File: src/rtl/line_read_port_if.sv
// Bus bundle for line_read_port: CPU read channel, physical-memory read
// channel and data-array fill channel. The DUT takes the slave view; the
// environment driving CPU/tag/memory stimulus takes the master view.
interface line_read_port_if #(
    parameter int CNT_W = 16
);
    // CPU side
    logic             mem_read;
    logic [15:0]      mem_address;
    logic [15:0]      mem_rdata;
    logic             mem_resp;
    // Tag/data array lookup result
    logic             hit;
    logic [127:0]     hit_line;
    // Physical memory side
    logic             pmem_read;
    logic [15:0]      pmem_address;
    logic [127:0]     pmem_rdata;
    logic             pmem_resp;
    // Data array fill side
    logic [127:0]     fill_line;
    logic             fill_we;
    logic [CNT_W-1:0] fill_count;

    modport master (
        output mem_read, mem_address, hit, hit_line, pmem_rdata, pmem_resp,
        input  mem_rdata, mem_resp, pmem_read, pmem_address,
               fill_line, fill_we, fill_count
    );

    modport slave (
        input  mem_read, mem_address, hit, hit_line, pmem_rdata, pmem_resp,
        output mem_rdata, mem_resp, pmem_read, pmem_address,
               fill_line, fill_we, fill_count
    );
endinterface

File: src/rtl/line_read_port.sv
// Read port of a direct cache line: serves hits from the data array in one
// cycle, and on a miss fetches the whole line from physical memory, hands it
// to the data array for writing, and returns the requested word to the CPU.
module line_read_port #(
    parameter int CNT_W = 16
) (
    input  logic            clk,
    input  logic            reset,
    line_read_port_if.slave bus
);
    typedef enum logic [1:0] {
        IDLE = 2'd0,
        FILL = 2'd1,
        RESP = 2'd2
    } state_t;

    state_t             state_q,   state_d;
    logic [15:0]        paddr_q,   paddr_d;   // line-aligned miss address
    logic [2:0]         offset_q,  offset_d;  // word offset of the pending miss
    logic               abort_q,   abort_d;   // CPU withdrew the request mid-fill
    logic [15:0]        rdata_q,   rdata_d;
    logic [127:0]       line_q,    line_d;
    logic               fill_we_q, fill_we_d;
    logic [CNT_W-1:0]   count_q,   count_d;

    // Word k of a line lives in bits [16k +: 16].
    function automatic logic [15:0] word_at(input logic [127:0] line,
                                            input logic [2:0]   offset);
        return line[{offset, 4'b0000} +: 16];
    endfunction

    // Next-state and datapath update for the IDLE/FILL/RESP sequence.
    always_comb begin
        // NOTE: every variable gets a default before the case so no path
        // leaves one unassigned, which would otherwise infer a latch.
        state_d   = state_q;
        paddr_d   = paddr_q;
        offset_d  = offset_q;
        abort_d   = abort_q;
        rdata_d   = rdata_q;
        line_d    = line_q;
        fill_we_d = 1'b0;
        count_d   = count_q;

        case (state_q)
            IDLE: begin
                if (bus.mem_read) begin
                    if (bus.hit) begin
                        rdata_d = word_at(bus.hit_line, bus.mem_address[3:1]);
                        state_d = RESP;
                    end else begin
                        paddr_d  = {bus.mem_address[15:4], 4'b0000};
                        offset_d = bus.mem_address[3:1];
                        abort_d  = 1'b0;
                        state_d  = FILL;
                    end
                end
            end
            FILL: begin
                // Once the CPU drops its request the fill still lands in the
                // array, but nobody is waiting for the word any more.
                if (!bus.mem_read) begin
                    abort_d = 1'b1;
                end
                if (bus.pmem_resp) begin
                    line_d    = bus.pmem_rdata;
                    fill_we_d = 1'b1;
                    if (count_q != {CNT_W{1'b1}}) begin
                        count_d = count_q + CNT_W'(1);
                    end
                    if (abort_q || !bus.mem_read) begin
                        state_d = IDLE;
                    end else begin
                        rdata_d = word_at(bus.pmem_rdata, offset_q);
                        state_d = RESP;
                    end
                end
            end
            RESP: begin
                state_d = IDLE;
            end
            default: begin
                state_d = IDLE;
            end
        endcase
    end

    // State and datapath registers, cleared asynchronously.
    always_ff @(posedge clk or posedge reset) begin
        if (reset) begin
            // NOTE: the line buffer is a plain register, not a RAM array, so
            // clearing it on reset is cheap and gives a defined fill_line.
            state_q   <= IDLE;
            paddr_q   <= '0;
            offset_q  <= '0;
            abort_q   <= 1'b0;
            rdata_q   <= '0;
            line_q    <= '0;
            fill_we_q <= 1'b0;
            count_q   <= '0;
        end else begin
            // NOTE: non-blocking assignments so every register samples the
            // pre-edge values regardless of statement order.
            state_q   <= state_d;
            paddr_q   <= paddr_d;
            offset_q  <= offset_d;
            abort_q   <= abort_d;
            rdata_q   <= rdata_d;
            line_q    <= line_d;
            fill_we_q <= fill_we_d;
            count_q   <= count_d;
        end
    end

    assign bus.mem_resp     = (state_q == RESP);
    assign bus.pmem_read    = (state_q == FILL);
    assign bus.mem_rdata    = rdata_q;
    assign bus.pmem_address = paddr_q;
    assign bus.fill_line    = line_q;
    assign bus.fill_we      = fill_we_q;
    assign bus.fill_count   = count_q;

endmodule

File: src/flat_wrapper.sv
// flat-port wrapper written by rule: the top's interface ports become plain ports
module line_read_port_flat 
#(
    parameter int CNT_W = 16
)
  (clk, reset, bus_mem_read, bus_mem_address, bus_hit, bus_hit_line, bus_pmem_rdata, bus_pmem_resp, bus_mem_rdata, bus_mem_resp, bus_pmem_read, bus_pmem_address, bus_fill_line, bus_fill_we, bus_fill_count);
  line_read_port_if #(.CNT_W(CNT_W)) bus_i ();
  input  logic clk;
  input  logic reset;
  input wire logic [$bits(bus_i.mem_read)-1:0] bus_mem_read;
  input wire logic [$bits(bus_i.mem_address)-1:0] bus_mem_address;
  input wire logic [$bits(bus_i.hit)-1:0] bus_hit;
  input wire logic [$bits(bus_i.hit_line)-1:0] bus_hit_line;
  input wire logic [$bits(bus_i.pmem_rdata)-1:0] bus_pmem_rdata;
  input wire logic [$bits(bus_i.pmem_resp)-1:0] bus_pmem_resp;
  output wire logic [$bits(bus_i.mem_rdata)-1:0] bus_mem_rdata;
  output wire logic [$bits(bus_i.mem_resp)-1:0] bus_mem_resp;
  output wire logic [$bits(bus_i.pmem_read)-1:0] bus_pmem_read;
  output wire logic [$bits(bus_i.pmem_address)-1:0] bus_pmem_address;
  output wire logic [$bits(bus_i.fill_line)-1:0] bus_fill_line;
  output wire logic [$bits(bus_i.fill_we)-1:0] bus_fill_we;
  output wire logic [$bits(bus_i.fill_count)-1:0] bus_fill_count;
  assign bus_i.mem_read = bus_mem_read;
  assign bus_i.mem_address = bus_mem_address;
  assign bus_i.hit = bus_hit;
  assign bus_i.hit_line = bus_hit_line;
  assign bus_i.pmem_rdata = bus_pmem_rdata;
  assign bus_i.pmem_resp = bus_pmem_resp;
  assign bus_mem_rdata = bus_i.mem_rdata;
  assign bus_mem_resp = bus_i.mem_resp;
  assign bus_pmem_read = bus_i.pmem_read;
  assign bus_pmem_address = bus_i.pmem_address;
  assign bus_fill_line = bus_i.fill_line;
  assign bus_fill_we = bus_i.fill_we;
  assign bus_fill_count = bus_i.fill_count;
  line_read_port #(.CNT_W(CNT_W)) u_core (.clk(clk), .reset(reset), .bus(bus_i));
endmodule
File: config.mk
export PLATFORM = sky130hd
export DESIGN_NAME = line_read_port_flat
export DESIGN_NICKNAME = d
export VERILOG_FILES = /design/src/rtl/line_read_port_if.sv /design/src/rtl/line_read_port.sv /design/src/flat_wrapper.sv
export SDC_FILE = /design/constraint.sdc
export NUM_CORES = 1
export LEC_CHECK = 0
export ABC_AREA = 0
export CAP_MARGIN = 20
export CORE_AREA = 2 2 178 180
export DETAILED_ROUTE_END_ITERATION = 12
export DIE_AREA = 0 0 180 182
export DONT_BUFFER_PORTS = 1
export GPL_TIMING_DRIVEN = 0
export PLACE_DENSITY = 0.4
export SLEW_MARGIN = 20
export SYNTH_ARGS = -nofsm -noshare
export SYNTH_HDL_FRONTEND = slang
export SYNTH_SLANG_ARGS = --single-unit
File: constraint.sdc
create_clock -name clk -period 7.15 [get_ports clk]
set_input_delay 1.43 -clock clk [delete_from_list [all_inputs] [get_ports clk]]
set_output_delay 1.43 -clock clk [all_outputs]
set_load 0.02 [all_outputs]
==> impl_results.md <==
- Status: complete, no violations
- Clock skew: 0.0124 ns
- Tmin final: ~2.9 ns
- CTS buffer count: 17
- Vias per Instance: 5.12
- DRT antenna net count: 0
- CORE AREA: roughly 31000 sq um
- Vias in the first global route: around 7000
- Clk sinks: roughly 180
- Mapped Area: 9030 sq um
- N_diodes: 0
- Max Cap Viol: 0
- Max stage delay on crit path: 0.65 ns
- Post-synth top cells: nand2_1 (394), dfrtp_1 (179), mux4_2 (36)
- Worst path bufs/invs: 2
- Crit-path leading delay family: buffers and inverters
- Asr flop ratio synth: 100%
- Prevailing post-synth register cell: dfrtp_1
- Rel. slew slack: 46.2%
- Ratio of cells with drive above 1 in the final layout: 15.7%
- Largest area contributor in the netlist: dfrtp_1
- Via count: 6749
- Power Dens Cells: ~380 nW/um^2
- CTS Hold Bufs: 0
- Synth Area in Simple Gates: between 10% and 20%
- Most common cell in the netlist: nand2_1
- Fin cells: 1318
- CP Launch Type: input pin
- Area contributors post-synth: dfrtp_1 (50%), nand2_1 (16%), mux4_2 (9.0%)
- WL/cell: 26.9 um
- CTS HTree Levels: 4
- VDD IR max: about 170 uV
- WHS: 0.594 ns
- Largest net degree at the start of global routing: 82
- Root buf cell: clkbuf_16
- Endpoints failing hold: 0
- Register area share after synthesis: about half
- CTS tree: yes
- Clock latency on the worst-skew pair: 0.44 ns
- Die height: 182 um
- IO Pins: approximately 460
- DP HPWL: 27800 um
- Clk slew on worst S/H paths: 0.07 ns
- Fmax achieved: 0.348 GHz
- Filler instances: between 3000 and 4000
- Actual slew at the worst max-slew pin: 0.806 ns
- Synth Register Bits: 179
- Maximum clock path buffer count: 2
- Placed Cells: approximately 1300
- Critical Path AT: 3.19 ns
- Crit-path cells: buf_2 > buf_1 > mux4_2 > o21ai_0 > o21ai_1
- Max Slew Vio Count: 0
- Leak pwr: 4.82 nW
- GP Congestion: 0.821
- CP max stage cell: buf_1
- Core Util, Final: 32.9%
- Post_cts resized: 0
- EDFF count, synth: 0
- Area added between synthesis and finish: 13.0%
- Initial Utilization: 29.1%
- Setup repair bufs after CTS: 0
- Largest family of logic cells by synthesized area: multiplexers
- DRT iter0 DRCs: 465
- Drt pass-1 iters: 5
- Port bufs: 0
- DRC viols: 0
- Multiplexer share of the synthesized area: 20.0%
- Hold WC Path Type: reg2reg
- Post-synthesis adder-cell area fraction: less than 1%
- CP Class: in2reg
- Die span in x: 180 um
- Syn Inst Count: about 900
- Yosys top cell area share: about 50%
- Post-synthesis cell type count: 50
- XOR/XNOR Fraction of Synth Area: 1.16%
- Crit path capture type: register
- Required @ worst endpoint: 7.46 ns
- Total Routing Usage GR: 21.5%
- Average cell area after synthesis: 10.3 sq um
- DIE AREA: 32800 sq um
- Setup violators final: 0
- Row Count: 65
- Fin crit share: 40.2%
- WL final: 35500 um
- Final #Nets: 1181
- Worst Path Max Fanout: 10
- First-pass GRT wire length: 50700 um
- Ys Warns: 0
- RSZ-0062 raised after global routing: no
- Compound-cell area share of the yosys netlist: 5.57%
- Initial antenna violation count: 0
- Total congestion overflow: 0
- Tot Pwr: 0.00388 W
power breakdown:
| part | internal (W) | switching (W) |
|---|---|---|
| Sequential | 0.00134 | 0.000719 |
| Clock | 0.000512 | 0.000465 |
| Combinational | 0.000370 | 0.000468 |
| Total | 0.00222 | 0.00165 |
layout by cell type (no fill, tap or decap), types with 5 or more instances in the layout:
cell type / count
nand2_1: 394
dfrtp_1: 179
mux4_2: 36
mux2i_1: 31
mux2_2: 27
clkbuf_1: 24
buf_2: 20
clkbuf_16: 17
o21ai_0: 16
o21ai_1: 15
a22o_1: 15
a22oi_1: 11
mux4_1: 11
buf_4: 10
nand3_1: 9
nand4_1: 7
xnor2_1: 7
mux2_1: 6
xor2_1: 5
inv_6: 5
final cells by class:
type                            instances  area [sq um]  share of cell area, %
Buffer                                 61           342                   3.35
Timing Repair Buffer                    2          55.1                  0.540
Clock buffer                           19           453                   4.44
Tap cell                              402           503                   4.93
Inverter                                4          22.5                  0.221
Sequential cell                       179          4480                   43.9
Multi-Input combinational cell        638          4200                   41.2
Clock inverter                         13           140                   1.37
stage by stage:
step           setup slack [ns]  area (sq um)  TNS, ns
6_report                   4.27         10200        0
4_1_cts                    4.31         10200        0
3_3_place_gp              -1.83          9540  -324.52
5_1_grt                    4.24         10200        0
2_1_floorplan             0.861          9040        0
3_5_place_dp               3.84          9600        0
final timing paths:
check | slack [ns] | to | depth (start not counted) | from
worst max-delay path | 4.27 | u_core.bus.mem_rdata[0]$_DFFE_PP0P_ | 5 | bus_mem_address[2]
worst min register to register | 0.59 | u_core.abort_q$_DFFE_PP0P_ | 1 | u_core.abort_q$_DFFE_PP0P_
max in group asynchronous | 5.24 | u_core.bus.mem_rdata[4]$_DFFE_PP0P_ | 3 | reset
worst max register to register | 4.90 | u_core.bus.fill_line[24]$_DFFE_PP0P_ | 6 | u_core.state_q[0]$_DFFE_PP0P_
worst min-delay path | 0.59 | u_core.abort_q$_DFFE_PP0P_ | 1 | u_core.abort_q$_DFFE_PP0P_
min in group asynchronous | 0.79 | u_core.bus.fill_line[99]$_DFFE_PP0P_ | 1 | reset
cell families after synthesis:
group / after synthesis
AND/OR/NAND/NOR: 438
XOR/XNOR: 12
flip-flops: 179
multiplexers: 112
buffers and inverters: 65
AO/OA/AOI/OAI: 71
adder cells (fa/ha/maj): 1
other: 1
layer usage:
metal,vias to the layer above,global-route usage [%],part of all wire [%]
met1,3366,26.9,41
met4,0,6.31,2.1
met3,31,7.28,8.5
met5,-,0,0
met2,312,35.2,48
li1,3040,-,-
flip-flops by register name, indices dropped and copies added (netlist names):
name                     count
u_core.bus.mem_rdata        16
u_core.bus.fill_line       128
u_core.state_q               2
u_core.offset_q              3
u_core.abort_q               1
u_core.bus.fill_count       16
u_core.bus.fill_we           1
u_core.bus.pmem_address     12
worst register-to-register path, cell delays in order (launching register included):
cell and delay (ns):
dfrtp_1 0.45, nand3b_1 0.11, buf_2 0.27, clkbuf_1 0.54, buf_1 0.59, nand2_1 0.13
nand2_1 0.10
Note: power is estimated with default switching activity, not from simulation.
